--- config.mk ---
export PLATFORM = sky130hd
export DESIGN_NAME = misc_exec_pipe
export DESIGN_NICKNAME = d
export VERILOG_FILES = /design/src/rtl/misc_exec_pipe.sv
export SDC_FILE = /design/constraint.sdc
export NUM_CORES = 1
export LEC_CHECK = 0
export ABC_AREA = 1
export CAP_MARGIN = 5
export CORE_ASPECT_RATIO = 2
export CORE_UTILIZATION = 45
export DETAILED_ROUTE_END_ITERATION = 16
export PLACE_DENSITY = 0.68
export REMOVE_ABC_BUFFERS = 1
export SLEW_MARGIN = 5
export SYNTH_ARGS = -nofsm -noshare
export SYNTH_HDL_FRONTEND = slang
export SYNTH_SLANG_ARGS = --single-unit
--- constraint.sdc ---
create_clock -name clk -period 13.8 [get_ports clk]
set_input_delay 2.76 -clock clk [delete_from_list [all_inputs] [get_ports clk]]
set_output_delay 2.76 -clock clk [all_outputs]
set_load 0.01 [all_outputs]
--- src/rtl/misc_exec_pipe.sv ---
// misc_exec_pipe: execute pipe for miscellaneous ops (branch-and-link
// writeback, CSR read / write / exchange, other privileged ops).
// One op lives in the execute (E) stage at a time. Privileged ops wait
// there until they reach the ROB head, then CSR ops run a req/ack read.
// Each finished op moves into an elastic chain of STAGES result registers
// that feeds commit.
module misc_exec_pipe #(
    parameter int DATA_W  = 32,
    parameter int ROB_W   = 6,
    parameter int PDEST_W = 6,
    parameter int CSR_AW  = 14,
    parameter int STAGES  = 2
) (
    input  logic               clk,
    input  logic               rst,
    input  logic               flush_i,
    input  logic               in_valid_i,
    output logic               in_ready_o,
    input  logic [2:0]         in_op_i,
    input  logic               in_link_i,
    input  logic [DATA_W-1:0]  in_pc_i,
    input  logic [DATA_W-1:0]  in_src0_i,
    input  logic [DATA_W-1:0]  in_src1_i,
    input  logic [DATA_W-1:0]  in_imm_i,
    input  logic [PDEST_W-1:0] in_pdest_i,
    input  logic [ROB_W-1:0]   in_rob_idx_i,
    input  logic [ROB_W-1:0]   oldest_rob_idx_i,
    output logic               csr_req_o,
    output logic [CSR_AW-1:0]  csr_addr_o,
    input  logic               csr_ack_i,
    input  logic [DATA_W-1:0]  csr_rdata_i,
    output logic               out_valid_o,
    input  logic               out_ready_i,
    output logic               out_we_o,
    output logic [DATA_W-1:0]  out_wdata_o,
    output logic [PDEST_W-1:0] out_pdest_o,
    output logic [ROB_W-1:0]   out_rob_idx_o,
    output logic [2:0]         out_op_o,
    output logic               out_csr_we_o,
    output logic [CSR_AW-1:0]  out_csr_waddr_o,
    output logic [DATA_W-1:0]  out_csr_wdata_o
);

    localparam logic [2:0] OP_BR      = 3'd0;
    localparam logic [2:0] OP_CSR_RD  = 3'd1;
    localparam logic [2:0] OP_CSR_WR  = 3'd2;
    localparam logic [2:0] OP_CSR_XCH = 3'd3;
    localparam logic [2:0] OP_PRIV    = 3'd4;

    typedef enum logic [1:0] {
        IDLE,
        WAIT_OLD,
        CSR_WAIT,
        DONE
    } e_state_t;

    typedef struct packed {
        logic               we;
        logic [DATA_W-1:0]  wdata;
        logic [PDEST_W-1:0] pdest;
        logic [ROB_W-1:0]   rob;
        logic [2:0]         op;
        logic               csr_we;
        logic [CSR_AW-1:0]  csr_waddr;
        logic [DATA_W-1:0]  csr_wdata;
    } res_t;

    // Op codes 5..7 behave exactly like PRIV_OTHER.
    function automatic logic [2:0] norm_op(input logic [2:0] op);
        return (op > OP_PRIV) ? OP_PRIV : op;
    endfunction

    // Stage k can take a new entry unless it and every stage after it
    // are full while commit is stalling; written as a closed form so
    // there is no combinational chain through the ready vector.
    function automatic logic stage_ready(input int k,
                                         input logic [STAGES-1:0] v,
                                         input logic rdy);
        logic [STAGES-1:0] below;
        below = '0;
        for (int j = 0; j < STAGES; j++) begin
            below[j] = (j < k);
        end
        return rdy | ~(&(v | below));
    endfunction

    e_state_t           state;
    logic [2:0]         e_op;
    logic               e_link;
    logic [DATA_W-1:0]  e_pc;
    logic [DATA_W-1:0]  e_src0;
    logic [DATA_W-1:0]  e_src1;
    logic [CSR_AW-1:0]  e_csr_addr;
    logic [PDEST_W-1:0] e_pdest;
    logic [ROB_W-1:0]   e_rob;
    logic [DATA_W-1:0]  e_rdata;
    logic [2:0]         e_kind;
    res_t               e_result;

    logic [STAGES-1:0]  stg_valid;
    logic [STAGES-1:0]  stg_ready;
    res_t               stg_data [STAGES];

    logic               accept;
    logic               unused_imm_hi;

    assign e_kind        = norm_op(e_op);
    assign unused_imm_hi = &{1'b0, in_imm_i[DATA_W-1:CSR_AW]};

    for (genvar k = 0; k < STAGES; k++) begin : g_ready
        assign stg_ready[k] = stage_ready(k, stg_valid, out_ready_i);
    end

    assign in_ready_o = ~rst & ~flush_i &
                        ((state == IDLE) | ((state == DONE) & stg_ready[0]));
    assign accept     = in_valid_i & in_ready_o;

    assign csr_req_o  = (state == CSR_WAIT);
    assign csr_addr_o = csr_req_o ? e_csr_addr : '0;

    // Execute-stage FSM: capture an accepted op, hold priv ops until they
    // reach the ROB head, run the CSR read handshake, then hand off.
    always_ff @(posedge clk or posedge rst) begin
        if (rst) begin
            state      <= IDLE;
            e_op       <= '0;
            e_link     <= 1'b0;
            e_pc       <= '0;
            e_src0     <= '0;
            e_src1     <= '0;
            e_csr_addr <= '0;
            e_pdest    <= '0;
            e_rob      <= '0;
            e_rdata    <= '0;
        end else if (flush_i) begin
            state <= IDLE;
        end else if (accept) begin
            e_op       <= in_op_i;
            e_link     <= in_link_i;
            e_pc       <= in_pc_i;
            e_src0     <= in_src0_i;
            e_src1     <= in_src1_i;
            e_csr_addr <= in_imm_i[CSR_AW-1:0];
            e_pdest    <= in_pdest_i;
            e_rob      <= in_rob_idx_i;
            e_rdata    <= '0;
            state      <= (norm_op(in_op_i) == OP_BR) ? DONE : WAIT_OLD;
        end else begin
            case (state)
                WAIT_OLD: begin
                    if (e_rob == oldest_rob_idx_i) begin
                        state <= (e_kind == OP_PRIV) ? DONE : CSR_WAIT;
                    end
                end
                CSR_WAIT: begin
                    if (csr_ack_i) begin
                        e_rdata <= csr_rdata_i;
                        state   <= DONE;
                    end
                end
                DONE: begin
                    if (stg_ready[0]) begin
                        state <= IDLE;
                    end
                end
                default: state <= IDLE;
            endcase
        end
    end

    // Build the commit record for the op currently finishing in E.
    always_comb begin
        e_result       = '0;
        e_result.pdest = e_pdest;
        e_result.rob   = e_rob;
        e_result.op    = e_op;
        case (e_kind)
            OP_BR: begin
                e_result.we    = e_link;
                e_result.wdata = e_pc + DATA_W'(4);
            end
            OP_CSR_RD: begin
                e_result.we    = 1'b1;
                e_result.wdata = e_rdata;
            end
            OP_CSR_WR: begin
                e_result.we        = 1'b1;
                e_result.wdata     = e_rdata;
                e_result.csr_we    = 1'b1;
                e_result.csr_waddr = e_csr_addr;
                e_result.csr_wdata = e_src0;
            end
            OP_CSR_XCH: begin
                e_result.we        = 1'b1;
                e_result.wdata     = e_rdata;
                e_result.csr_we    = 1'b1;
                e_result.csr_waddr = e_csr_addr;
                e_result.csr_wdata = (e_rdata & ~e_src1) | (e_src0 & e_src1);
            end
            default: begin
                e_result.we     = 1'b0;
                e_result.csr_we = 1'b0;
            end
        endcase
    end

    // Elastic result chain: each stage loads from its predecessor whenever
    // it is ready, so a stalled commit backs the pipe up without losing ops.
    always_ff @(posedge clk or posedge rst) begin
        if (rst) begin
            stg_valid <= '0;
            for (int k = 0; k < STAGES; k++) begin
                stg_data[k] <= '0;
            end
        end else if (flush_i) begin
            stg_valid <= '0;
            for (int k = 0; k < STAGES; k++) begin
                stg_data[k] <= '0;
            end
        end else begin
            if (stg_ready[0]) begin
                stg_valid[0] <= (state == DONE);
                if (state == DONE) begin
                    stg_data[0] <= e_result;
                end
            end
            for (int k = 1; k < STAGES; k++) begin
                if (stg_ready[k]) begin
                    stg_valid[k] <= stg_valid[k-1];
                    if (stg_valid[k-1]) begin
                        stg_data[k] <= stg_data[k-1];
                    end
                end
            end
        end
    end

    assign out_valid_o     = stg_valid[STAGES-1];
    assign out_we_o        = stg_data[STAGES-1].we;
    assign out_wdata_o     = stg_data[STAGES-1].wdata;
    assign out_pdest_o     = stg_data[STAGES-1].pdest;
    assign out_rob_idx_o   = stg_data[STAGES-1].rob;
    assign out_op_o        = stg_data[STAGES-1].op;
    assign out_csr_we_o    = stg_data[STAGES-1].csr_we;
    assign out_csr_waddr_o = stg_data[STAGES-1].csr_waddr;
    assign out_csr_wdata_o = stg_data[STAGES-1].csr_wdata;

endmodule

==> impl_table.tex <==
\begin{tabular}{lr}
\hline
Metric & Value \\
\hline
\multicolumn{2}{l}{\textbf{Worst setup path}} \\
Kind of capture point of the worst setup path & output port \\
Worst Path Required & between 10 and 15 ns \\
Critical-path cell with the highest stage delay & clkdlybuf4s50\_1 \\
Critical path, cell by cell & clkdlybuf4s50\_1 -> nor2\_2 -> a21boi\_0 -> clkdlybuf4s50\_1 \\
Data arrival time of the critical path & 4.79 ns \\
CP Class & in2out \\
Highest fanout seen on the critical path & 9 \\
Kind of start point of the critical path & primary input \\
Startpoint of the worst register-to-register path & state[0] \\
Delay of the slowest cell on the worst path & roughly 0.71 ns \\
Most common cell on crit path & clkdlybuf4s50\_1 \\
Path depth of the worst reg2reg path & 9 \\
Setup slack of the worst register-to-register path & 10.32 ns \\
Worst setup path startpoint & flush\_i \\
\multicolumn{2}{l}{\textbf{Synth}} \\
Area of the mapped netlist & approximately 16000 sq um \\
Unique cell type count in the Yosys netlist & 33 \\
Proportion of synthesized chip area in sequential cells & 0.542 \\
Share of cell area taken by muxes after synthesis & 0 \\
Cells after Synth & 2006 \\
Synthesized-area fraction occupied by xor and xnor cells & 0.00431 \\
Simple-gate share of the synthesized area & 0.239 \\
Share of the synthesized area in compound gates (AO/OA/AOI/OAI) & 0.0943 \\
Synthesis warning total & 0 \\
Largest family of logic cells by synthesized area & simple AND/OR/NAND/NOR gates \\
Synthesis-stage register bit count & $\sim$350 \\
Adder-Cell Fraction of Synth Area & 0.00385 \\
Synthesized area divided by synthesized cell count & 8.10 sq um \\
\multicolumn{2}{l}{\textbf{Die}} \\
Width of the chip & 136 microns \\
Standard-cell rows & $\sim$100 \\
Die H & 271 microns \\
Area of the die & between 30000 and 40000 sq um \\
Area of the core & 35700 sq um \\
I/O pin total & 300 \\
Initial cell density of the core & 0.456 \\
\multicolumn{2}{l}{\textbf{STA}} \\
Final number of setup-violating endpoints & 0 \\
Clock Skews & roughly 0.0083 ns \\
Rel. slew slack & 0.193 \\
Post-route setup slack & approximately 6.2 ns \\
Pin slew with the least headroom to its limit & $\sim$1.2 ns \\
Final worst-path cycle share & 0.547 \\
Final count of hold timing violations & 0 \\
Final count of pins violating max slew & 0 \\
Unrepaired setup endpoints after global routing & false \\
Achievable Freq & between 100 and 150 MHz \\
Total negative setup slack & 0 ns \\
Final critical delay including setup and external delays & 7.55 ns \\
\multicolumn{2}{l}{\textbf{Detailed routing}} \\
Routed vias & $\sim$14000 \\
Remaining number of nets flagged by the antenna check after routing & 0 \\
Final wirelength & 48700 microns \\
Initial detailed-routing violation count & between 800 and 900 \\
Routed wire per std cell & around 19 microns \\
Via density per instance & roughly 5.3 \\
DRT Pass-1 Iters & 5 \\
Post-detailed-route DRC marker count & 0 \\
\multicolumn{2}{l}{\textbf{Worst hold path}} \\
Hold path start & stg\_data[183] \\
Worst hold stages & 2 \\
Hold Crit Class & reg2reg \\
\multicolumn{2}{l}{\textbf{Finish}} \\
Area occupied by registers & roughly 8800 sq um \\
Post-Route Utilization & 0.554 \\
Cell area after layout & 19800 sq um \\
Fraction of final layout cells with drive strength greater than 1 & 0.0421 \\
Most common library cell in the layout ignoring fill and taps & nand2\_1 \\
Post-synthesis to final-layout area growth & 21.6\% \\
Final Net Count & 2328 \\
Layout filler cell count & 3358 \\
Highest-count cells in the layout ignoring fill and taps & nand2\_1, dfrtp\_1, clkdlybuf4s50\_1 \\
Post-layout instance count excluding filler cells & about 2600 \\
Area of combinational cells with multiple inputs & $\sim$5600 sq um \\
\multicolumn{2}{l}{\textbf{Clock network}} \\
Clock sink total & approximately 350 \\
Gates resized, CTS repair & 0 \\
TritonCTS clock tree & built \\
Library cell used as clock root buffer & clkbuf\_16 \\
Clock buffer count from CTS & 31 \\
Clock network latency to the later pin of the worst-skew pair & just under 0.6 ns \\
Postcts setup bufs & 0 \\
H-Tree Level Count & 1 \\
Longest Clk Path Bufs & 3 \\
Post-CTS Hold Fix Bufs & 0 \\
Clk slew on worst S/H paths & approximately 0.070 ns \\
\multicolumn{2}{l}{\textbf{Placement}} \\
Placed cell count & around 2600 \\
Placement-stage cell area & roughly 19000 sq um \\
Port bufs & 281 \\
Worst slack, placed & 6.24 ns \\
Estimated wirelength of the detail-placed design & around 31000 microns \\
Gp weighted congestion & between 0.9 and 1 \\
\multicolumn{2}{l}{\textbf{Power}} \\
Total power density per cell area & 138 nW/um\^{}2 \\
Leakage power summed over all cells & 9.15 nW \\
Worst vdd rail ir drop & 0.136 mV \\
\multicolumn{2}{l}{\textbf{GRT}} \\
Antenna violations before repair & 4 \\
First-pass GRT wire length & between 70000 and 80000 microns \\
Total overflow reported by the global router & 0 \\
Global router's overall resource usage & 0.268 \\
Vias in the first global route & $\sim$14000 \\
Maximum number of pins on one net before global-route repair & around 180 \\
\multicolumn{2}{l}{\textbf{Run status}} \\
Status & finished clean \\
\multicolumn{2}{l}{\textbf{Flow run}} \\
MaxCap Viol Count & 0 \\
\hline
\end{tabular}
[per-layer routing]
metal	GRT usage	vias to the layer above	routed length (microns)
met3	0.0221	117	2200
met1	0.303	6658	17800
met4	0.134	2	2370
met5	0	-	17
met2	0.491	463	26300
li1	-	6481	-
[through the flow]
| stage | hold WS [ns] | total power [mW] |
|---|---|---|
| floorplan | 0.449 | 1.54 |
| global route | 0.502 | 2.85 |
| CTS | 0.484 | 2.74 |
| detailed placement | 0.465 | 1.77 |
| finish | 0.481 | 2.72 |
| global placement | 0.462 | 1.76 |
[area by class of cell]
class | instances | share of cell area
inverter | 195 | 0.0377
sequential | 352 | 0.446
multi-input combinational | 1263 | 0.283
tap | 450 | 0.0285
clock inverter | 19 | 0.0135
antenna | 3 | 0.000380
timing repair buffer | 292 | 0.147
clock buffer | 38 | 0.0441
[final timing paths]
| check | to |
|---|---|
| max in group asynchronous | out_csr_waddr_o[6] |
| min | stg_data[183] |
| max | in_ready_o |
| min reg2reg | stg_data[183] |
| max reg2reg | e_rdata[31] |
| min in group asynchronous | e_op[2] |
[cells in the mapped netlist (all sizes together)]
cell	number	area share
a21boi	1	0.00046
a21oi	4	0.0015
buf	141	0.059
o21bai	5	0.0023
clkinv	2	0.00046
a32oi	1	0.00054
o31ai	1	0.00046
nand3	201	0.062
nand3b	1	0.00046
nor3	1	0.00031
inv	193	0.045
a31oi	1	0.00039
nand4	1	0.00039
o21ai	273	0.084
o22ai	12	0.0046
xor2	8	0.0043
dfrtp	352	0.54
and2	3	0.0012
nor2	50	0.013
clkbuf	55	0.013
ha	5	0.0038
or2	1	0.00039
nand2	694	0.16
[power breakdown]
part	internal [mW]	switching (mW)
clock network	0.562	0.412
registers	1.16	0.109
logic	0.166	0.309
[state kept, by name, summed over array words and instances (netlist names), 6 cells and up]
signal / count
stg_data: 95
e_pc: 32
e_rdata: 32
e_src0: 32
e_src1: 32
out_csr_wdata_o: 32
out_wdata_o: 32
e_csr_addr: 14
out_csr_waddr_o: 14
e_pdest: 6
e_rob: 6
out_pdest_o: 6
out_rob_idx_o: 6
[worst max-delay path, delay by kind of cell]
kind / cells / cell delay [ns]
buffers and inverters: 2 / 1.33
AND/OR/NAND/NOR: 1 / 0.32
AO/OA/AOI/OAI: 1 / 0.38
[kinds of logic (layout without fill, tap and decap cells)]
family / count (synthesis) / count (layout)
AOI/OAI and AO/OA: 298 / 298
xor gates and xnor gates: 8 / 8
adders and majority gates: 5 / 5
buffers and inverters: 391 / 544
DFF: 352 / 352
other: 0 / 3
and+or+nand+nor: 952 / 952
No activity file was read; power rests on OpenSTA's default activity.
